File: src/rtl/riscv_pkg.sv
// Shared RISC-V front-end types.
// PC_W         : program-counter width used across the front end.
// pred_entry_t : one in-flight prediction record {pc, pred_pc}.
package riscv_pkg;

    localparam int unsigned PC_W = 48;

    typedef struct packed {
        logic [PC_W-1:0] pc;
        logic [PC_W-1:0] pred_pc;
    } pred_entry_t;

endpackage

File: src/rtl/pred_fifo.sv
// In-order FIFO of prediction entries awaiting resolution.
// Ports:
//   clk, n_reset     : clock, async active-low reset
//   push, push_data  : enqueue request and payload (dropped when full without pop)
//   pop              : dequeue request (ignored when empty)
//   flush            : discard all entries, overrides push and pop
//   head             : oldest entry, valid when empty is low
//   full, empty      : registered occupancy flags
module pred_fifo
    import riscv_pkg::*;
#(
    parameter int unsigned DEPTH = 8
) (
    input  logic        clk,
    input  logic        n_reset,
    input  logic        push,
    input  pred_entry_t push_data,
    input  logic        pop,
    input  logic        flush,
    output pred_entry_t head,
    output logic        full,
    output logic        empty
);

    localparam int unsigned AW = $clog2(DEPTH);
    localparam int unsigned CW = AW + 1;

    pred_entry_t     mem [DEPTH];
    logic [AW-1:0]   wptr;
    logic [AW-1:0]   rptr;
    logic [CW-1:0]   count;
    logic [CW-1:0]   count_nxt;
    logic            do_push;
    logic            do_pop;

    // A full FIFO still accepts a push when the head leaves in the same cycle.
    assign do_pop  = pop && !empty;
    assign do_push = push && (!full || do_pop);
    assign head    = mem[rptr];

    // Next occupancy.
    always_comb begin
        count_nxt = count;
        if (flush) begin
            count_nxt = '0;
        end else if (do_push && !do_pop) begin
            count_nxt = count + CW'(1);
        end else if (do_pop && !do_push) begin
            count_nxt = count - CW'(1);
        end
    end

    // Pointers and flags; pointers wrap naturally since DEPTH is a power of two.
    always_ff @(posedge clk or negedge n_reset) begin
        if (!n_reset) begin
            wptr  <= '0;
            rptr  <= '0;
            count <= '0;
            full  <= 1'b0;
            empty <= 1'b1;
        end else begin
            if (flush) begin
                wptr <= '0;
                rptr <= '0;
            end else begin
                if (do_push) wptr <= wptr + AW'(1);
                if (do_pop)  rptr <= rptr + AW'(1);
            end
            count <= count_nxt;
            full  <= (count_nxt == CW'(DEPTH));
            empty <= (count_nxt == '0);
        end
    end

    // Storage needs no reset; occupancy tracking guards every read.
    always_ff @(posedge clk) begin
        if (do_push && !flush) begin
            mem[wptr] <= push_data;
        end
    end

endmodule

File: src/rtl/branch_resolve.sv
// Resolves fetch-time predictions against execute results and redirects fetch.
// Ports:
//   clk, n_reset               : clock, async active-low reset
//   push, push_pc, push_pred_pc: prediction recorded by fetch
//   ex_valid, ex_pc, ex_next_pc: resolved control flow from execute
//   full                       : prediction FIFO holds DEPTH entries
//   mispred_ex                 : one-cycle redirect pulse
//   correct_pc_ex, index_pc_ex : redirect target and mispredicted pc (held)
//   err                        : sticky {order, underflow, overflow}
//   mispred_cnt                : saturating mispredict count
module branch_resolve #(
    parameter int unsigned DEPTH = 8,
    parameter int unsigned PC_W  = riscv_pkg::PC_W
) (
    input  logic            clk,
    input  logic            n_reset,
    input  logic            push,
    input  logic [PC_W-1:0] push_pc,
    input  logic [PC_W-1:0] push_pred_pc,
    input  logic            ex_valid,
    input  logic [PC_W-1:0] ex_pc,
    input  logic [PC_W-1:0] ex_next_pc,
    output logic            full,
    output logic            mispred_ex,
    output logic [PC_W-1:0] correct_pc_ex,
    output logic [PC_W-1:0] index_pc_ex,
    output logic [2:0]      err,
    output logic [31:0]     mispred_cnt
);

    localparam int unsigned EW = riscv_pkg::PC_W;

    riscv_pkg::pred_entry_t push_entry;
    riscv_pkg::pred_entry_t head;
    logic                   empty;
    logic                   acc_push;
    logic                   acc_ex;
    logic                   do_pop;
    logic                   mispredict;
    logic                   order_err;
    logic                   underflow;
    logic                   overflow;

    assign push_entry = '{pc: EW'(push_pc), pred_pc: EW'(push_pred_pc)};

    // While the redirect pulse is out, fetch and execute are on the wrong path.
    assign acc_push   = push && !mispred_ex;
    assign acc_ex     = ex_valid && !mispred_ex;
    assign do_pop     = acc_ex && !empty;
    assign underflow  = acc_ex && empty;
    assign overflow   = acc_push && full && !do_pop;
    assign order_err  = do_pop && (head.pc != EW'(ex_pc));
    assign mispredict = do_pop && (head.pred_pc != EW'(ex_next_pc));

    pred_fifo #(
        .DEPTH (DEPTH)
    ) u_fifo (
        .clk       (clk),
        .n_reset   (n_reset),
        .push      (acc_push),
        .push_data (push_entry),
        .pop       (do_pop),
        .flush     (mispredict),
        .head      (head),
        .full      (full),
        .empty     (empty)
    );

    // Redirect, training info, sticky errors and mispredict counter.
    always_ff @(posedge clk or negedge n_reset) begin
        if (!n_reset) begin
            mispred_ex    <= 1'b0;
            correct_pc_ex <= '0;
            index_pc_ex   <= '0;
            err           <= '0;
            mispred_cnt   <= '0;
        end else begin
            mispred_ex <= mispredict;
            err        <= err | {order_err, underflow, overflow};
            if (mispredict) begin
                correct_pc_ex <= ex_next_pc;
                index_pc_ex   <= ex_pc;
                if (mispred_cnt != 32'hFFFF_FFFF) begin
                    mispred_cnt <= mispred_cnt + 32'd1;
                end
            end
        end
    end

endmodule

File: config.mk
export PLATFORM = sky130hd
export DESIGN_NAME = branch_resolve
export DESIGN_NICKNAME = d
export VERILOG_FILES = /design/src/rtl/riscv_pkg.sv /design/src/rtl/pred_fifo.sv /design/src/rtl/branch_resolve.sv
export SDC_FILE = /design/constraint.sdc
export NUM_CORES = 1
export LEC_CHECK = 0
export ABC_AREA = 1
export CAP_MARGIN = 20
export CORE_MARGIN = 1
export CORE_UTILIZATION = 45
export DETAILED_ROUTE_END_ITERATION = 7
export DONT_BUFFER_PORTS = 1
export PLACE_DENSITY = 0.63
export SLEW_MARGIN = 40
export SYNTH_ARGS = -nofsm -noshare
export SYNTH_HDL_FRONTEND = slang
export SYNTH_SLANG_ARGS = --single-unit
export TNS_END_PERCENT = 50
File: constraint.sdc
create_clock -name clk -period 20.1 [get_ports clk]
set_clock_uncertainty 0.2 [all_clocks]
set_input_delay 5.025 -clock clk [delete_from_list [all_inputs] [get_ports clk]]
set_output_delay 5.025 -clock clk [all_outputs]
set_load 0.01 [all_outputs]
==> summary.md, run 1 <==
| Metric | Value |
|---|---|
| Ys Warns | 0 |
| Slew Limit Fails | 0 |
| EDFF count, synth | 768 |
| Port buffer count | 0 |
| Synth top area cells | edfxtp_1, nand2_1, dfrtp_1 |
| Drt via density | 5.26 |
| Non-filler cells, final | 4758 |
| Status | completed |
| Routability cong. | 0.852 |
| Sequential Power Share | 0.422 |
| Layout area overhead | 10.9% |
| First-pass GRT wire length | 148 mm |
| Vias | 25000 |
| Core area | 84100 um^2 |
| HPWL Detailed | 58.7 mm |
| Die area | 86600 um^2 |
| Sequential share of the synthesized area | 0.694 |
| DR WL/cell | 21.0 um |
| Total track usage | 0.229 |
| Share of layout cells above drive strength 1 | 0.0544 |
| Chip width | 294 um |
| Net Sw Power | 2.15 mW |
| Avg Cell Area, Syn | 10.7 um^2 |
| Power per standard cell area | 140 nW/um^2 |
| Final min period | 9.11 ns |
| Vias in the first global route | 23700 |
| Antenna violations before repair | 2 |
| Num CTS Buffers | 94 |
| Final worst-path cycle share | 0.453 |
| Dominant synthesized flop cell | edfxtp_1 |
| Cells after DPL | 4579 |
| CTS resizes | 0 |
| Initial drt markers | 2128 |
| Ant diodes | 0 |
| Most frequent cell after synthesis | nand2_1 |
| Post-CTS Setup Inserts | 0 |
| Clock root cell | clkbuf_16 |
| Final Instance Area | 42600 um^2 |
| Die height | 294 um |
| Seq cells post-synth | 912 |
| Starting Density | 0.457 |
| I/O Pins | 329 |
| Commonest cells post-synth | nand2_1, edfxtp_1, nand3_1 |
| Worst path slowest cell | buf_4 |
| Post-route ant nets | 0 |
| Clock latency on the worst-skew pair | 0.66 ns |
| # hold bufs at CTS | 0 |
| CP Class | in -> reg |
| Max_cap viols | 0 |
| Final core occ | 0.507 |
| LEAKAGE | 16.6 nW |
| Pin count of the biggest net entering global routing | 182 |
| WP buf/inv | 4 |
| Fraction of registers with async set/reset | 0.158 |
| FMAX | 110 MHz |
| Min-Delay Path Class | reg -> reg |
| TNS Setup | 0 ns |
| DR DRC count | 0 |
| Unrepaired setup endpoints after global routing | no |
| Maximum VDD drop | 0.0827 mV |
| CTS H-tree lvls | 3 |
| Synth Net Count | 3787 |
| Worst path most repeated cell | nand3_1 |
| Area after DPL | 39400 um^2 |
| TritonCTS clock tree | built |
| # setup viols final | 0 |
| Worst EP arrival | 9.16 ns |
| Worst-path clk slew | 0.06 ns |
| Switch share | 0.360 |
| Post-Synthesis Cells | 3586 |
| DRT met1 WL | 41.6 mm |
| Row cnt | 106 |
| Sink Count | 912 |
| Slew @ Worst Pin | 0.879 ns |
| Fin. Hold Viols | 0 |
| Post-synth top area share | 0.600 |
| Critical Path Fanout Max | 82 |
| CP startpoint kind | input port |
| Worst Setup End Kind | flip-flop |
| CP cell instances | inv_1, nand3_1, nand2_1, nand3_1, nor2_1, nand2_1, nor2_1, nand3_1, nand2_8, buf_16, nand3b_1, nor2_4, buf_4, buf_4 |
| Clock network fraction of total power | 0.295 |
| Worst path top cell family by delay | simple AND/OR/NAND/NOR gates |
| Highest cell delay on the worst timing path | 0.66 ns |
| Mapped cell area | 38500 um^2 |
| Nets | 3744 |
| Gate power share | 0.283 |
| Maximum clock path buffer count | 3 |
| Met3 WL | 9.08 mm |
| Met2 WL post-DR | 46.7 mm |
| Post-synth top area cell | edfxtp_1 |
| Gr ovfl total | 0 |
| Max-slew headroom | 0.408 |
| Pre-antenna DRT Iters | 5 |
| Highest metal used | met4 |
| Final WL | 99.7 mm |
| Cell variety after synth | 35 |
| Reg2Reg Setup Slack | 12.81 ns |
| P_int | 3.83 mW |
| Worst Path Required | 20.15 ns |
-- state kept, by name, indices dropped and copies added (netlist names) --
register       cells
err                3
u_fifo.count       4
u_fifo.empty       1
correct_pc_ex     48
mispred_cnt       32
u_fifo.mem       768
mispred_ex         1
index_pc_ex       48
u_fifo.rptr        3
u_fifo.full        1
u_fifo.wptr        3
-- cells in the final DEF, fill, tap and decap left out, types with 15 or more instances in the layout --
master and count:
inv_1 245, clkinv_1 15, clkbuf_1 26, o21ai_0 280, nor3_1 24, clkbuf_16 95
xor2_1 60, buf_4 22, dfrtp_1 140, nand3_1 372, nor2_1 333, edfxtp_1 768
nand2_1 1079, o211ai_1 22
-- final cells by class --
class	count	area, um^2
Clock buffer	129	2580
Inverter	250	956
Clock inverter	48	573
Tap cell	1134	1420
Fill cell	7429	41500
Timing Repair Buffer	39	439
Sequential cell	912	26700
Multi-Input combinational cell	2246	9980
-- power groups by stage --
| stage | Combinational (mW) | Clock [mW] | Sequential (mW) |
|---|---|---|---|
| global placement | 1.65 | 0 | 2.57 |
| finish | 1.69 | 1.76 | 2.53 |
| floorplan | 1.24 | 0 | 2.49 |
| CTS | 1.69 | 1.79 | 2.54 |
| detailed placement | 1.68 | 0 | 2.57 |
| global route | 1.91 | 1.86 | 2.55 |
-- per-stage QoR --
step	power [mW]	hold slack [ns]	setup WS (ns)
CTS	6.02	0.352	10.94
global route	6.32	0.363	10.76
detailed placement	4.25	0.333	10.28
global placement	4.23	0.324	9.73
floorplan	3.74	0.300	9.31
finish	5.98	0.352	10.99
-- path summary, 6_finish.rpt --
check | from | endpoint | cells past startpoint
setup / recovery | ex_next_pc[9] | u_fifo.mem[4][10] | 14
hold / removal | index_pc_ex[17] | index_pc_ex[17] | 2
setup reg to reg | u_fifo.rptr[0] | u_fifo.mem[4][10] | 18
hold reg to reg | index_pc_ex[17] | index_pc_ex[17] | 2
max in group asynchronous | n_reset | u_fifo.rptr[0] | 0
min in group asynchronous | n_reset | correct_pc_ex[35] | 0
-- worst min-delay path: cells and delay by family, from the launching register on --
family,cells,cell delay (ns)
DFF,1,0.40
and+or+nand+nor,2,0.13
-- cell families (layout without fill, tap and decap cells) --
family | count (synthesis) | in the layout | synth area share
DFF | 912 | 912 | 0.694
adders and majority gates | 5 | 5 | 0.00163
muxes | 1 | 1 | 0.000260
AOI/OAI and AO/OA | 337 | 337 | 0.0468
buffers and inverters | 428 | 466 | 0.0489
and+or+nand+nor | 1834 | 1834 | 0.193
xor gates and xnor gates | 69 | 69 | 0.0157
-- metal layers --
| metal | GRT usage | up-vias |
|---|---|---|
| met5 | 0 | - |
| met2 | 0.371 | 820 |
| li1 | - | 12000 |
| met1 | 0.301 | 12100 |
| met3 | 0.0658 | 132 |
| met4 | 0.0654 | 0 |
Power figures use the tool's default switching activity.
==> inputs of run 2 (changes only) <==
==> constraint.sdc (replaced) <==
create_clock -name clk -period 9.3 [get_ports clk]
set_clock_uncertainty 0.2 [all_clocks]
set_input_delay 2.325 -clock clk [delete_from_list [all_inputs] [get_ports clk]]
set_output_delay 2.325 -clock clk [all_outputs]
set_load 0.01 [all_outputs]
==> summary.md, run 2 (synthesis results as in run 1) <==
| Metric | Value |
|---|---|
| Reg2reg path depth | 16 (-2) |
| Slew @ Worst Pin | 0.846 ns (-0.0327 ns) |
| FMAX | 157 MHz |
| Core area | 84100 um^2 (unchanged) |
| Row cnt | 106 (unchanged) |
| Pre-antenna DRT Iters | 5 (unchanged) |
| Clock latency on the worst-skew pair | 0.66 ns (about the same) |
| Critical Path Fanout Max | 107 (+30%) |
| Maximum clock path buffer count | 3 (unchanged) |
| Regs by FF count | u_fifo.mem x768, correct_pc_ex x48, index_pc_ex x48 |
| CTS H-tree lvls | 3 (unchanged) |
| Sink Count | 912 (unchanged) |
| Gr ovfl total | 0 (unchanged) |
| Post-CTS Setup Inserts | 0 (unchanged) |
| TritonCTS clock tree | built |
| Fin. Hold Viols | 0 (unchanged) |
| Final min period | 6.36 ns |
| Share of layout cells above drive strength 1 | 0.0580 (+0.00364) |
| Routability cong. | 0.832 (-2.3%) |
| Power per standard cell area | 302 nW/um^2 (+120%) |
| Commonest non-fill, non-tap cell in the layout | nand2_1 |
| Max_cap viols | 0 (unchanged) |
| Vias in the first global route | 24200 (+1.8%) |
| Final WL | 101 mm (+1.1%) |
| Pin count of the biggest net entering global routing | 186 (+2.2%) |
| Clock root cell | clkbuf_16 |
| Ant diodes | 0 (unchanged) |
| Die height | 294 um (unchanged) |
| Initial drt markers | 2178 (+2.3%) |
| LEAKAGE | 16.8 nW (+0.89%) |
| Nets | 3758 (+0.37%) |
| Status | completed |
| I/O Pins | 329 (unchanged) |
| Final core occ | 0.511 (+0.00403) |
| DR DRC count | 0 (unchanged) |
| CP Class | reg -> reg |
| First-pass GRT wire length | 150 mm (+1.3%) |
| Most frequent cells in the layout | nand2_1, edfxtp_1, nand3_1 |
| # hold bufs at CTS | 0 (unchanged) |
| Antenna violations before repair | 2 (unchanged) |
| TNS Setup | 0 ns (unchanged) |
| FILL cells | 7356 (-0.98%) |
| Num CTS Buffers | 97 (+3.2%) |
| Total track usage | 0.233 (+0.00334) |
| Vias | 25100 (+0.34%) |
| CTS resizes | 0 (unchanged) |
| Unrepaired setup endpoints after global routing | no |
| Final worst-path cycle share | 0.684 |
| CP startpoint kind | flip-flop |
| Layout area overhead | 11.7% |
| Footprint of the multi-input gates | 9980 um^2 (unchanged) |
| Drt via density | 5.27 (about the same) |
| Starting Density | 0.457 (unchanged) |
| Die area | 86600 um^2 (unchanged) |
| DR WL/cell | 21.1 um (+0.83%) |
| Post-route ant nets | 0 (unchanged) |
| Hold depth | 2 (unchanged) |
| # setup viols final | 0 (unchanged) |
| Sequential cell area | 26700 um^2 (unchanged) |
| Slew Limit Fails | 0 (unchanged) |
| Worst Path Required | 9.37 ns (-10.78 ns) |
| Max-slew headroom | 0.430 (+0.0220) |
| Top reg by flops | u_fifo.mem |
| Total power | 13.0 mW (+120%) |
| HPWL Detailed | 59.4 mm (+1.2%) |
| Min-Delay Path Class | reg -> reg |
| Port buffer count | 0 (unchanged) |
| Number of flip-flops in the largest register | 768 (unchanged) |
| Worst Setup End Kind | flip-flop |
| Worst-path clk slew | 0.06 ns (about the same) |
| Chip width | 294 um (unchanged) |
| Maximum VDD drop | 0.192 mV (+130%) |
| Worst EP arrival | 6.43 ns (-2.73 ns) |
[run 2: routing by layer]
metal | global-route usage | up-vias | part of all wire
met3 | 0.0677 | 138 | 0.093
met4 | 0.0619 | 4 | 0.023
li1 | - | 12000 | -
met2 | 0.381 | 874 | 0.48
met1 | 0.302 | 12100 | 0.41
met5 | 0 | - | 0.00017
[run 2: final timing paths]
kind,from,end,slack (ns)
worst min register to register,index_pc_ex[31],index_pc_ex[31],0.35
worst max-delay path,u_fifo.rptr[0],u_fifo.mem[0][13],2.94
worst max register to register,u_fifo.rptr[0],u_fifo.mem[0][13],2.94
max in group asynchronous,n_reset,index_pc_ex[0],7.49
worst min-delay path,index_pc_ex[31],index_pc_ex[31],0.35
min in group asynchronous,n_reset,correct_pc_ex[35],1.16
[run 2: metrics by stage]
step,instances,instance area (um^2),hold WS [ns],setup WS [ns]
global placement,4580,39400,0.332,2.72
finish,4772,43000,0.349,2.94
detailed placement,4591,39700,0.335,2.97
CTS,4771,42900,0.352,2.93
global route,4772,43000,0.375,2.47
floorplan,3586,38500,0.300,1.21
[run 2: cell type report]
class,instances,area share
Sequential cell,912,0.621
Multi-Input combinational cell,2246,0.232
Clock buffer,121,0.0603
Tap cell,1134,0.0330
Inverter,250,0.0223
Timing Repair Buffer,50,0.0160
Clock inverter,59,0.0153
[run 2: power breakdown]
group          leakage (nW)  internal, mW  switching [mW]
clock network          1.57          2.29            1.61
registers              8.76          4.99           0.467
logic                  6.42          1.05            2.57
total                  16.8          8.33            4.65
[run 2: worst max-delay path, cell delays in order, from the launching register on]
cell	delay, ns
dfrtp_4	0.89
clkinv_8	0.45
buf_16	0.40
o21ai_0	0.28
nand3_1	0.17
nand2_1	0.10
nand2_1	0.05
nand2_1	0.06
nand2_1	0.05
nor2_1	0.36
nand2_1	0.18
nor2_1	0.12
nand3_1	0.23
nand2_8	0.56
nand3b_1	0.49
nor2_4	0.57
buf_4	0.62
